File: src/rtl/array_pkg.sv
// +----------------------------------------------------------------------------+
// | Package  : array_pkg                                                       |
// | Brief    : Shared scheduler state encoding and counter-width helper.       |
// | Revision : 1.0                                                             |
// +----------------------------------------------------------------------------+
`default_nettype none

package array_pkg;

  typedef enum logic [2:0] {
    S_IDLE   = 3'd0,
    S_LOAD_W = 3'd1,
    S_STREAM = 3'd2,
    S_DRAIN  = 3'd3,
    S_DONE   = 3'd4
  } state_e;

  // Wide enough that num_vec plus the array skew never wraps.
  function automatic int array_cnt_w(input int cwidth, input int height, input int width);
    return cwidth + $clog2(height + width) + 1;
  endfunction

endpackage : array_pkg

`default_nettype wire

File: src/rtl/array_sched_skew_line.sv
// +----------------------------------------------------------------------------+
// | Module   : skew_line                                                       |
// | Brief    : One-cycle-per-lane delay chain fanning an enable/clear seed     |
// |            out across N lanes; lane 0 is the seed itself.                  |
// | Revision : 1.0                                                             |
// +----------------------------------------------------------------------------+
`default_nettype none

module skew_line #(
  parameter int N = 16
) (
  input  logic         clk,
  input  logic         rst_n,
  input  logic         flush_i,
  input  logic         seed_en_i,
  input  logic         seed_clr_i,
  output logic [N-1:0] lane_en_o,
  output logic [N-1:0] lane_clr_o
);

  logic [N-2:0] en_q;
  logic [N-2:0] clr_q;

  assign lane_en_o  = {en_q, seed_en_i};
  assign lane_clr_o = {clr_q, seed_clr_i};

  // Flush empties the in-flight wavefront so a cancelled job leaves no tail.
  always_ff @(posedge clk or negedge rst_n) begin
    if (!rst_n) begin
      en_q  <= '0;
      clr_q <= '0;
    end else if (flush_i) begin
      en_q  <= '0;
      clr_q <= '0;
    end else begin
      en_q  <= lane_en_o[N-2:0];
      clr_q <= lane_clr_o[N-2:0];
    end
  end

endmodule : skew_line

`default_nettype wire

File: src/rtl/array_sched.sv
// +----------------------------------------------------------------------------+
// | Module   : array_sched                                                     |
// | Brief    : Systolic-array job scheduler (weight load, skewed stream, drain)|
// |            Optional busy-cycle counter enabled by ARRAY_SCHED_PERF_EN.     |
// | Revision : 1.0                                                             |
// +----------------------------------------------------------------------------+
`default_nettype none

module array_sched
  import array_pkg::*;
#(
  parameter int HEIGHT = 16,
  parameter int WIDTH  = 16,
  parameter int CWIDTH = 16
) (
  input  logic              clk,
  input  logic              rst_n,
  input  logic              start,
  input  logic [CWIDTH-1:0] num_vec,
  input  logic              abort,
  output logic              busy,
  output logic              done,
  output logic [HEIGHT-1:0] en_i,
  output logic [HEIGHT-1:0] clr_i,
  output logic [WIDTH-1:0]  en_w,
  output logic [WIDTH-1:0]  clr_w,
  output logic [WIDTH-1:0]  en_o,
  output logic [WIDTH-1:0]  clr_o,
  output logic              ifm_rd,
  output logic              w_rd,
  output logic [31:0]       perf_cycles
);

  localparam int CNT_W = array_cnt_w(CWIDTH, HEIGHT, WIDTH);
  localparam logic [CNT_W-1:0] LOAD_LAST  = CNT_W'(HEIGHT - 1);
  localparam logic [CNT_W-1:0] DRAIN_LAST = CNT_W'(WIDTH + HEIGHT - 2);

  state_e            state_q, state_d;
  logic [CNT_W-1:0]  cnt_q, cnt_d;
  logic [CWIDTH-1:0] nvec_q, nvec_d;

  logic [CNT_W-1:0]  w_nvec;
  logic [CNT_W-1:0]  w_stream_last;
  logic              w_row_seed_en;
  logic              w_col_seed_en;
  logic              w_clr_seed;

  assign w_nvec        = CNT_W'(nvec_q);
  assign w_stream_last = w_nvec + CNT_W'(HEIGHT - 2);

  always_comb begin
    state_d = state_q;
    cnt_d   = cnt_q + 1'b1;
    nvec_d  = nvec_q;
    case (state_q)
      S_IDLE: begin
        cnt_d = '0;
        if (start) begin
          nvec_d  = num_vec;
          state_d = (num_vec == '0) ? S_DONE : S_LOAD_W;
        end
      end
      S_LOAD_W: if (cnt_q == LOAD_LAST) begin
        state_d = S_STREAM;
        cnt_d   = '0;
      end
      S_STREAM: if (cnt_q == w_stream_last) begin
        state_d = S_DRAIN;
        cnt_d   = '0;
      end
      S_DRAIN: if (cnt_q == DRAIN_LAST) begin
        state_d = S_DONE;
        cnt_d   = '0;
      end
      S_DONE: begin
        state_d = S_IDLE;
        cnt_d   = '0;
      end
      default: begin
        state_d = S_IDLE;
        cnt_d   = '0;
      end
    endcase
    // Abort overrides everything, including a start seen in IDLE.
    if (abort) begin
      state_d = S_IDLE;
      cnt_d   = '0;
    end
  end

  always_ff @(posedge clk or negedge rst_n) begin
    if (!rst_n) begin
      state_q <= S_IDLE;
      cnt_q   <= '0;
      nvec_q  <= '0;
    end else begin
      state_q <= state_d;
      cnt_q   <= cnt_d;
      nvec_q  <= nvec_d;
    end
  end

  always_comb begin
    busy          = (state_q != S_IDLE);
    done          = (state_q == S_DONE);
    w_rd          = (state_q == S_LOAD_W);
    en_w          = {WIDTH{state_q == S_LOAD_W}};
    clr_w         = {WIDTH{(state_q == S_LOAD_W) && (cnt_q == '0)}};
    ifm_rd        = (state_q == S_STREAM) && (cnt_q < w_nvec);
    w_row_seed_en = ifm_rd;
    w_clr_seed    = (state_q == S_STREAM) && (cnt_q == '0);
    w_col_seed_en = (state_q == S_STREAM);
  end

  // Column 0 accumulates for the whole stream; the skew carries it into drain.
  skew_line #(.N(HEIGHT)) u_row_skew (
    .clk        (clk),
    .rst_n      (rst_n),
    .flush_i    (abort),
    .seed_en_i  (w_row_seed_en),
    .seed_clr_i (w_clr_seed),
    .lane_en_o  (en_i),
    .lane_clr_o (clr_i)
  );

  skew_line #(.N(WIDTH)) u_col_skew (
    .clk        (clk),
    .rst_n      (rst_n),
    .flush_i    (abort),
    .seed_en_i  (w_col_seed_en),
    .seed_clr_i (w_clr_seed),
    .lane_en_o  (en_o),
    .lane_clr_o (clr_o)
  );

`ifdef ARRAY_SCHED_PERF_EN
  logic [31:0] perf_q, perf_d;

  always_comb begin
    perf_d = perf_q;
    if ((state_q == S_IDLE) && start && !abort) perf_d = '0;
    else if (state_q != S_IDLE)                 perf_d = perf_q + 32'd1;
  end

  always_ff @(posedge clk or negedge rst_n) begin
    if (!rst_n) perf_q <= '0;
    else        perf_q <= perf_d;
  end

  assign perf_cycles = perf_q;
`else
  assign perf_cycles = 32'd0;
`endif

endmodule : array_sched

`default_nettype wire
File: config.mk
export PLATFORM = sky130hd
export DESIGN_NAME = array_sched
export DESIGN_NICKNAME = d
export VERILOG_FILES = /design/src/rtl/array_pkg.sv /design/src/rtl/array_sched_skew_line.sv /design/src/rtl/array_sched.sv
export SDC_FILE = /design/constraint.sdc
export NUM_CORES = 1
export LEC_CHECK = 0
export CORE_ASPECT_RATIO = 1.2
export CORE_MARGIN = 3
export CORE_UTILIZATION = 40
export CTS_CLUSTER_SIZE = 14
export DETAILED_ROUTE_END_ITERATION = 7
export GPL_ROUTABILITY_DRIVEN = 0
export MAX_ROUTING_LAYER = met4
export PLACE_DENSITY_LB_ADDON = 0.15
export SYNTH_ARGS = -nofsm -noshare
export SYNTH_HDL_FRONTEND = slang
export SYNTH_SLANG_ARGS = --single-unit
File: constraint.sdc
create_clock -name clk -period 10.18 [get_ports clk]
set_clock_uncertainty 0.1 [all_clocks]
set_input_delay 2.545 -clock clk [delete_from_list [all_inputs] [get_ports clk]]
set_output_delay 2.545 -clock clk [all_outputs]
set_load 0.05 [all_outputs]
== Yosys cells after proc, flatten, opt, wreduce, memory -nomap -nowiden ==
Cells that the tools add are included.
Cells by class
  $add $sub $neg: 2
  order comparisons: 1
  eq/ne operators: 11
  multiplexer cells: 16
  reduce and logical (&&, ||, !) cells: 9
Operator list (number)
  $mux 22: 4
  $pmux 22 s3: 1
  $mux 15: 4
  $add 22x1->22 const B: 1
  $eq 22x17->1: 1
  $eq 22x4->1 const B: 1
  $eq 22x5->1 const B: 1
  $logic_not 22->1: 1
  $lt 22x16->1: 1
  $mux 3: 6
  $add 16x4->17 const B: 1
  $logic_not 16->1: 1
  $pmux 3 s4: 1
  $ne 3x3->1 const B: 3
  $eq 3x2->1 const B: 2
  $reduce_and 4->1: 1
  $eq 3x1->1 const B: 1
  $eq 3x3->1 const B: 1
  $logic_and 1x1->1: 3
  $logic_not 3->1: 1
  $ne 3x2->1 const B: 1
  $reduce_bool 3->1: 1
  $reduce_and 2->1: 1
Word-level totals
  bits in registers: 101
  input bits: 20
  output and inout bits: 132

== Depth between registers and ports, before layout ==
Gate-level depths: netlist (run 1).
  depth in word-level cells: 5
  gate-level depth with buffers: 10
  gate-level depth less buffers: 9

== By module ==
Synthesis (run 1) repeated with hierarchy kept, for this count alone.
Second synthesis, totals
  cell total of the unflattened synthesis: 532
  area, all modules: 5479.0 um^2
By module, submodules not included
  array_sched: times used 1, cells an instance 402, area each 3384.5 um^2, seq. area each 1026.0 um^2
  skew_line: times used 2, cells an instance 65, area each 1047.3 um^2, seq. area each 750.7 um^2

== Least setup slack after synthesis (run 1) ==
No wires, ideal clock.
  path kind: register to output
  start: register cnt_q[7]
  end: output port clr_w[10]
  arrival: 3.799 ns
  required time: 7.535 ns
  slack: 3.736 ns
  stages on the path, launching flop included: 9
  cells stage by stage: dfrtp_1 > buf_2 > nor4_2 > nand4_1 > or4_4 > nor2_1 > nand2_1 > nor3_1 > buf_4
On the way
  word-level cells in the longest chain between the ends: 2
RTL lines
  start, declared: RTL line array_sched.sv:39  | logic [CNT_W-1:0] cnt_q, cnt_d;
  start signal, assigned: RTL line array_sched.sv:98  | cnt_q <= cnt_d;
  $logic_not 22->1: RTL line array_sched.sv:108  | clr_w = {WIDTH{(state_q == S_LOAD_W) && (cnt_q == '0)}};
  $logic_and 1x1->1: RTL line array_sched.sv:108
  end, declared: RTL line array_sched.sv:26  | output logic [WIDTH-1:0] clr_w,
No other way between the ends.

== Worst setup path in the final report (run 1) ==
  start: register cnt_q[5]
  end: output port clr_w[1]
The elaborated chain is that of the path after synthesis.

==> results of run 1 <==
-- through the flow --
step | utilization, % | std cells | instance area, µm²
final | 50.3 | 749 | 6120
after global placement | 47.9 | 733 | 5830
after floorplan | - | 550 | 5100
after CTS | 50.3 | 749 | 6120
after detailed placement | 47.9 | 733 | 5830
after global routing | 50.3 | 749 | 6120
-- power breakdown --
part | internal [µW] | switching, µW | total (µW)
clock | 174 | 136 | 311
sequential | 351 | 14.9 | 366
combinational | 53.4 | 124 | 177
total | 579 | 275 | 853
-- layer usage --
| layer | share of wire (%) | wire length (µm) | GRT usage (%) | up-vias |
|---|---|---|---|---|
| li1 | - | - | - | 1735 |
| met3 | 6.1 | 675 | 2.56 | 20 |
| met2 | 47 | 5190 | 25.5 | 141 |
| met5 | 0 | 0 | - | - |
| met1 | 44 | 4900 | 21.2 | 1725 |
| met4 | 2.4 | 264 | 7.50 | 0 |
-- cell type report --
type | count | area (µm²) | share of cell area [%]
timing repair buffer | 123 | 1220 | 19.9
inverter | 22 | 82.6 | 1.35
multi-input combinational | 341 | 2180 | 35.6
clock inverter | 5 | 41.3 | 0.675
clock buffer | 11 | 243 | 3.97
tap | 161 | 201 | 3.29
sequential | 86 | 2150 | 35.2
-- worst paths after layout --
path	from	to	slack (ns)	cells past startpoint
worst max-delay path	cnt_q[5]	clr_w[1]	4.24	8
worst min-delay path	u_col_skew.en_q[10]	u_col_skew.en_q[11]	0.39	1
worst max register to register	nvec_q[1]	cnt_q[5]	6.76	10
worst min register to register	u_col_skew.en_q[10]	u_col_skew.en_q[11]	0.39	1
max in group asynchronous	rst_n	nvec_q[1]	6.99	1
min in group asynchronous	rst_n	u_row_skew.en_q[7]	2.31	1
-- cells in the final DEF (no fill, tap or decap), drive strengths merged, types with 13 or more instances in the layout --
cell type	instances
nor3	14
xor2	25
nand2	36
o21ai	24
nor2	43
dfrtp	86
xnor2	13
conb	32
inv	24
nand4	13
ha	20
clkdlybuf4s50	118
nor2b	45
-- Yosys cell counts (all sizes together), types with 10 or more instances --
cell / n
nor4: 11
a21oi: 10
nor2: 43
nor2b: 45
buf: 86
ha: 20
dfrtp: 86
o21ai: 24
nand2: 36
xnor2: 13
xor2: 25
nor3: 14
inv: 22
nand4: 13
nand3: 11
clkbuf: 15
-- cell families (layout without fill, tap and decap cells) --
family | after synthesis | count (layout)
compound gates | 51 | 51
xor+xnor | 38 | 38
fa+ha+maj | 20 | 20
buf+inv | 123 | 161
flops | 86 | 86
mux | 3 | 3
other cells | 1 | 32
simple gates | 197 | 197
-- registers in the layout, summed over array words and instances, names as in the netlist --
signal and flops:
u_col_skew.en_q 15, u_row_skew.en_q 15, cnt_q 22, u_col_skew.clr_q 15, nvec_q 16, state_q 3
==> impl_metrics.csv, run 1 <==
group,metric,value,unit
placement,place_ws,4.57,ns
sta,relSlewSlack,28.0,%
final_layout,antenna_cells,0,
sta,worst-slew-pin-transition,1.08,ns
sta,setup_viol,0,
logic_synthesis,async_reset_ff_share,100,%
floorplanning,ios,152,
clocking,clockBufferDepth,2,
critical_path,crit_type,"reg2out",
final_layout,nFillCells,1156,
logic_synthesis,synth_top_family_by_area,"simple AND/OR/NAND/NOR gates",
critical_path,crit_chain,"nor4_1, nand4_1, or4_4, nor2_1, nand2_1, nor3_1, buf_4, clkdlybuf4s50_1",
final_layout,area_delta_synth_final,22.6,%
global_route,grt_antenna_before_repair,0,
run_status,status,"finished, final reports clean",
critical_path,cp_slowest_cell,"clkdlybuf4s50_1",
logic_synthesis,yosys-mux-area-fraction,0.627,%
clocking,clock_sinks,86,
detailed_routing,drt_iter0_drc,232,
global_route,grt_usage,16.4,%
min_path,hold_path_class,"reg2reg",
clocking,clkLatencyLatePin,0.34,ns
critical_path,worstPathMaxFanout,16,
detailed_routing,totalWireLength,11000,µm
power,leakagePower,0.00265,µW
global_route,grt_max_degree,87,
sta,min_period_over_period,58.3,%
power,vdd_ir_drop_max,0.0657,mV
sta,holdWs,0.395,ns
sta,hold_viol,0,
clocking,hold_buffers,0,
logic_synthesis,synth_compound_area_share,6.70,%
sta,fin_setup_tns,0,ns
sta,setup_ws,4.24,ns
detailed_routing,first_pass_iters,5,
logic_synthesis,netlist_area,4990,µm²
critical_path,crit_required,7.54,ns
sta,layout_min_cycle_time,5.94,ns
logic_synthesis,avgSynthCellArea,9.61,µm²
placement,port_buffers,119,
logic_synthesis,synth_xor_area_share,6.82,%
logic_synthesis,yosys.area_share.simple,22.0,%
sta,fmax,168,MHz
critical_path,start_kind,"flip-flop",
floorplanning,dieWidth,108,µm
logic_synthesis,synth-seq-cells,86,
floorplanning,die_y,128,µm
clocking,numCtsBuffers,9,
final_layout,drive_gt1_share,7.82,%
clocking,path_clk_slew,0.06,ns
clocking,cts_resized,0,
clocking,cts_root_buf,"clkbuf_16",
detailed_routing,drtAntennaViolNets,0,
logic_synthesis,synth_fa_ha_area_share,5.02,%
power,power.density,140,nW/µm²
detailed_routing,drc_errors,0,
flow_run,cap_viol_max_count,0,
logic_synthesis,synth_edf_count,0,
logic_synthesis,synth.area.top_cells,"dfrtp_1 (43%), buf_4 (12%), nor2b_1 (5.6%), ha_1 (5.0%), xor2_1 (4.4%)",
clocking,cts_tree,"built",
floorplanning,core-area,12200,µm²
logic_synthesis,ys_warn_count,0,
power,power,853,µW
clocking,cts_setup_buffers,0,
clocking,htreeDepth,3,
critical_path,cp_top_family,"simple AND/OR/NAND/NOR gates",
floorplanning,std_cell_rows,44,
sta,grt_setup_unrepaired,"no",
floorplanning,initial_core_util,41.0,%
logic_synthesis,synth_cell_types,51,
global_route,first_global_vias,3465,
logic_synthesis,synth_seq_area_share,43.1,%
detailed_routing,wl_per_cell,14.7,µm
global_route,grt_pass1_wl,17500,µm
detailed_routing,num_vias,3621,
placement,dp_hpwl,8290,µm
detailed_routing,viasPerCell,4.83,
logic_synthesis,synth.top_cell.area_share,43.1,%
final_layout,fin_nets,623,
critical_path,path_buf_inv,2,
critical_path,crit_arrival,3.29,ns
critical_path,endpoint_kind,"output port",
logic_synthesis,syn_inst,519,
logic_synthesis,synth-main-ff-cell,"dfrtp_1",
logic_synthesis,yosys.area.top_type,"dfrtp_1",
global_route,grt_remaining_overflow,0,
sta,drv_slew,0,
floorplanning,die_area,13900,µm²
critical_path,slowest_delay,0.83,ns
(Power assumes the default switching activity.)
==> inputs of run 2 (changes only) <==
==> constraint.sdc (replaced) <==
create_clock -name clk -period 5.64 [get_ports clk]
set_clock_uncertainty 0.1 [all_clocks]
set_input_delay 1.41 -clock clk [delete_from_list [all_inputs] [get_ports clk]]
set_output_delay 1.41 -clock clk [all_outputs]
set_load 0.05 [all_outputs]
==> run 2 against run 1 <==
Against the previous run: hold slack got worse by 0.0038 ns; critical path type unchanged; worst setup slack got worse by 3.4 ns; cell count unchanged; combinational power increased by 80%; non-clock buffer count unchanged; first-iteration DRC count decreased by 1.3%; utilization decreased by 0.082 points; clock power increased by 76%; wire length decreased by 0.65%; critical path depth unchanged.
==> impl_metrics.csv, run 2 (synthesized netlist as in run 1, its figures left out) <==
group,metric,value,unit
detailed_routing,first_pass_iters,4,
min_path,min_delay_path_depth,1,
critical_path,reg2reg_depth,10,
power,p_sw_share,32.4,%
final_layout,final_cells,749,
clocking,cts_resized,0,
clocking,numCtsBuffers,9,
detailed_routing,totalWireLength,11000,µm
global_route,grt_antenna_before_repair,0,
clocking,clkLatencyLatePin,0.34,ns
critical_path,r2r-end,"cnt_q[6]",
global_route,grt_remaining_overflow,0,
clocking,htreeDepth,3,
critical_path,crit_type,"reg2out",
clocking,cts_tree,"built",
final_layout,stdcell_area,6110,µm²
final_layout,antenna_cells,0,
sta,hold_viol,0,
sta,setup_viol,0,
min_path,hold_path_class,"reg2reg",
floorplanning,die_area,13900,µm²
sta,fmax,208,MHz
detailed_routing,wl_per_cell,14.6,µm
min_path,holdPathEnd,"u_col_skew.en_q[6]",
clocking,path_clk_slew,0.06,ns
critical_path,worstPathMaxFanout,16,
detailed_routing,drc_errors,0,
global_route,grt_usage,16.3,%
power,p_sw,494,µW
final_layout,final_common_cell,"clkdlybuf4s50_1",
global_route,first_global_vias,3441,
global_route,grt_pass1_wl,17300,µm
final_layout,fin_nets,623,
clocking,hold_buffers,0,
floorplanning,dieWidth,108,µm
power,internal_power,1030,µW
placement,place_ws,1.16,ns
global_route,grt_max_degree,87,
critical_path,slowest_delay,0.83,ns
critical_path,cp_slowest_cell,"clkdlybuf4s50_1",
detailed_routing,drtAntennaViolNets,0,
power,clkPwrFrac,35.8,%
clocking,clock_sinks,86,
final_layout,regMostFlops,"cnt_q",
clocking,cts_setup_buffers,0,
floorplanning,core-area,12200,µm²
sta,fin_setup_tns,0,ns
power,vdd_ir_drop_max,0.137,mV
power,leakagePower,0.00264,µW
critical_path,crit_arrival,3.30,ns
placement,dp_hpwl,8300,µm
detailed_routing,num_vias,3624,
final_layout,top_regs,"cnt_q x22, nvec_q x16",
detailed_routing,viasPerCell,4.84,
sta,grt_setup_unrepaired,"no",
placement,dpl-instance-area,5830,µm²
sta,layout_min_cycle_time,4.81,ns
placement,port_buffers,119,
run_status,status,"finished, final reports clean",
flow_run,cap_viol_max_count,0,
sta,setup_ws,0.833,ns
critical_path,regToRegSetupSlack,2.24,ns
sta,relSlewSlack,28.5,%
critical_path,crit_required,4.13,ns
placement,dp_cells,733,
critical_path,r2r-start,"nvec_q[1]",
floorplanning,die_y,128,µm
min_path,worstHoldStart,"u_col_skew.en_q[5]",
detailed_routing,drt_iter0_drc,229,
final_layout,largest_reg_flops,22,
power,power_frac_comb,20.9,%
power,power_frac_seq,43.3,%
sta,holdWs,0.391,ns
final_layout,final_cell_mix,"clkdlybuf4s50_1 (118), dfrtp_1 (86), nor2b_1 (45)",
clocking,cts_root_buf,"clkbuf_16",
critical_path,start_kind,"flip-flop",
sta,min_period_over_period,85.2,%
sta,drv_slew,0,
floorplanning,initial_core_util,41.0,%
final_layout,drive_gt1_share,7.82,%
critical_path,endpoint_kind,"output port",
floorplanning,std_cell_rows,44,
sta,worst-slew-pin-transition,1.07,ns
clocking,clockBufferDepth,2,
critical_path,crit_chain,"nor4_1, nand4_1, or4_4, nor2_1, nand2_1, nor3_1, buf_4, clkdlybuf4s50_1",
final_layout,area_delta_synth_final,22.4,%
power,power.density,250,nW/µm²
floorplanning,ios,152,
-- run 2: worst max-delay path, delay by kind of cell (launching register included) --
kind	cells	cell delay [ns]
simple gates	6	1.45
buf+inv	2	1.06
flops	1	0.46
-- run 2: power groups by stage --
stage	Sequential [µW]	Clock (µW)	Combinational (µW)
after floorplan	662	0	271
after global placement	670	0	316
after global routing	662	593	343
final	660	546	318
after detailed placement	671	0	319
after CTS	659	564	320
-- run 2: how the worst max path moves through the flow --
| stage | startpoint | end | cells after the start |
|---|---|---|---|
| 2_1_floorplan | cnt_q[7] | clr_w[10] | 8 |
| 3_3_place_gp | cnt_q[5] | clr_w[14] | 8 |
| 3_5_place_dp | cnt_q[5] | clr_w[1] | 8 |
| 4_1_cts | cnt_q[5] | clr_w[1] | 8 |
| 5_1_grt | cnt_q[5] | clr_w[15] | 8 |
| 6_report | cnt_q[5] | clr_w[1] | 8 |
-- run 2: per-stage QoR --
stage,util [%],total power [µW]
floorplan,-,933
global placement,47.9,986
detailed placement,47.9,990
CTS,50.2,1540
global route,50.2,1600
finish,50.2,1520
-- run 2: layout make-up --
type	count	area [µm²]
Clock inverter	6	45.0
Tap cell	161	201
Inverter	22	82.6
Fill cell	1158	6060
Timing Repair Buffer	123	1220
Multi-Input combinational cell	341	2180
Clock buffer	10	229
Sequential cell	86	2150
-- run 2: per-layer routing --
metal / vias up / wire length [µm] / track usage (%)
met2: 133 / 5290 / 25.7
met5: - / 0 / -
met1: 1738 / 4810 / 20.9
li1: 1741 / - / -
met4: 0 / 201 / 7.13
met3: 12 / 656 / 2.56
==> inputs of run 3 (changes only) <==
--- a/config.mk
+++ b/config.mk
@@ -6,7 +6,7 @@
 export NUM_CORES = 1
 export LEC_CHECK = 0
 export CORE_ASPECT_RATIO = 1.2
-export CORE_MARGIN = 3
+export CORE_MARGIN = 1.5
 export CORE_UTILIZATION = 40
 export CTS_CLUSTER_SIZE = 14
 export DETAILED_ROUTE_END_ITERATION = 7
==> run 3 against run 2 <==
Against the previous run: sequential power about the same; utilization increased by 0.42 points; combinational power hardly changed; sequential cell count is the same; register-to-register slack gained 0.35 ns; sequential share of layout area down 0.14 points; global-route usage grew 1.4 points; maximum frequency shrank 0.49%; cell area is 0.39% higher; largest power group unchanged.
==> impl_metrics.csv, run 3 (synthesized netlist as in run 1, its figures left out) <==
group,metric,value,unit
critical_path,crit_arrival,3.32,ns
power,power.density,258,nW/µm²
sta,fmax,207,MHz
power,vdd_ir_drop_max,0.178,mV
detailed_routing,viasPerCell,4.84,
sta,holdWs,0.390,ns
sta,drv_slew,0,
clocking,clkLatencyLatePin,0.34,ns
placement,port_buffers,119,
clocking,cts_resized,0,
global_route,grt_antenna_before_repair,0,
critical_path,cp_top_family,"simple AND/OR/NAND/NOR gates",
critical_path,crit_type,"reg2out",
sta,grt_setup_unrepaired,"no",
placement,dp_hpwl,8210,µm
clocking,clock_sinks,86,
final_layout,fin_nets,623,
power,leakagePower,0.00266,µW
run_status,status,"finished, final reports clean",
critical_path,endpoint_kind,"output port",
detailed_routing,drt_iter0_drc,148,
floorplanning,core-area,12100,µm²
clocking,numCtsBuffers,9,
clocking,cts_root_buf,"clkbuf_16",
floorplanning,ios,152,
sta,worst-slew-pin-transition,1.06,ns
global_route,grt_remaining_overflow,0,
flow_run,cap_viol_max_count,0,
final_layout,seq_area,2150,µm²
global_route,grt_pass1_wl,18000,µm
floorplanning,die_y,125,µm
final_layout,multi_input_area,2180,µm²
sta,min_period_over_period,85.6,%
clocking,htreeDepth,3,
clocking,hold_buffers,0,
sta,hold_viol,0,
global_route,grt_usage,17.7,%
final_layout,largest_reg_flops,22,
clocking,clockBufferDepth,2,
final_layout,final_cell_mix,"clkdlybuf4s50_1 (118), dfrtp_1 (86), nor2b_1 (45)",
final_layout,top_regs,"cnt_q x22, nvec_q x16",
global_route,first_global_vias,3519,
floorplanning,die_area,13200,µm²
sta,setup_viol,0,
final_layout,drive_gt1_share,7.67,%
critical_path,worstPathMaxFanout,16,
final_layout,nFillCells,1165,
floorplanning,std_cell_rows,44,
sta,layout_min_cycle_time,4.83,ns
detailed_routing,drc_errors,0,
min_path,hold_path_class,"reg2reg",
detailed_routing,num_vias,3620,
final_layout,area_delta_synth_final,22.9,%
critical_path,crit_required,4.13,ns
critical_path,cp_slowest_cell,"clkdlybuf4s50_1",
critical_path,crit_chain,"nor4_1, nand4_1, or4_4, nor2_1, nand2_1, nor3_1, buf_4, clkdlybuf4s50_1",
floorplanning,initial_core_util,41.2,%
detailed_routing,totalWireLength,11000,µm
sta,fin_setup_tns,0,ns
global_route,grt_max_degree,87,
clocking,cts_setup_buffers,0,
clocking,cts_tree,"built",
detailed_routing,first_pass_iters,4,
final_layout,final_common_cell,"clkdlybuf4s50_1",
clocking,path_clk_slew,0.06,ns
detailed_routing,drtAntennaViolNets,0,
critical_path,path_buf_inv,2,
final_layout,regMostFlops,"cnt_q",
final_layout,antenna_cells,0,
critical_path,start_kind,"flip-flop",
critical_path,slowest_delay,0.83,ns
sta,relSlewSlack,29.2,%
detailed_routing,wl_per_cell,14.8,µm
floorplanning,dieWidth,105,µm
critical_path,regToRegSetupSlack,2.59,ns
[run 3: cell count changes in the layout (fill, tap and decap cells not counted)]
cell,delta
bufinv_16,+1
clkbuf_8,+1
clkinv_2,-1
clkinvlp_4,-2
[run 3: where the power goes]
group | internal [µW] | switching (µW) | leakage (µW)
clock | 356 | 245 | 0.000143
sequential | 634 | 26.9 | 0.00117
combinational | 96.6 | 222 | 0.00135
[run 3: stage by stage]
step	power (µW)	util, %	area [µm²]	worst slack (ns)	cells
after floorplan	933	-	5100	0.331	550
after global placement	986	48.2	5830	1.20	733
after detailed placement	991	48.2	5830	1.17	733
after CTS	1600	50.6	6130	0.792	748
after global routing	1650	50.6	6130	0.536	748
final	1580	50.6	6130	0.810	748
[run 3: final cells by class]
class / count / share of cell area [%]
Multi-Input combinational cell: 341 / 35.5
Sequential cell: 86 / 35.1
Timing Repair Buffer: 123 / 19.9
Clock buffer: 11 / 3.96
Tap cell: 161 / 3.29
Inverter: 22 / 1.35
Clock inverter: 4 / 0.898
[run 3: worst paths after layout]
check | startpoint | endpoint | cells past startpoint
max | cnt_q[5] | clr_w[14] | 8
min | u_col_skew.en_q[10] | u_col_skew.en_q[11] | 1
max reg2reg | nvec_q[1] | cnt_q[5] | 10
min reg2reg | u_col_skew.en_q[10] | u_col_skew.en_q[11] | 1
max in group asynchronous | rst_n | cnt_q[16] | 1
min in group asynchronous | rst_n | u_row_skew.en_q[7] | 1
[run 3: layer usage]
layer  vias up  track usage (%)  share of wire [%]
li1       1746                -                  -
met1      1737             22.4                 45
met2       115             28.2                 48
met3        22             3.55                4.3
met4         0             6.45                2.1
met5         -                -                  0
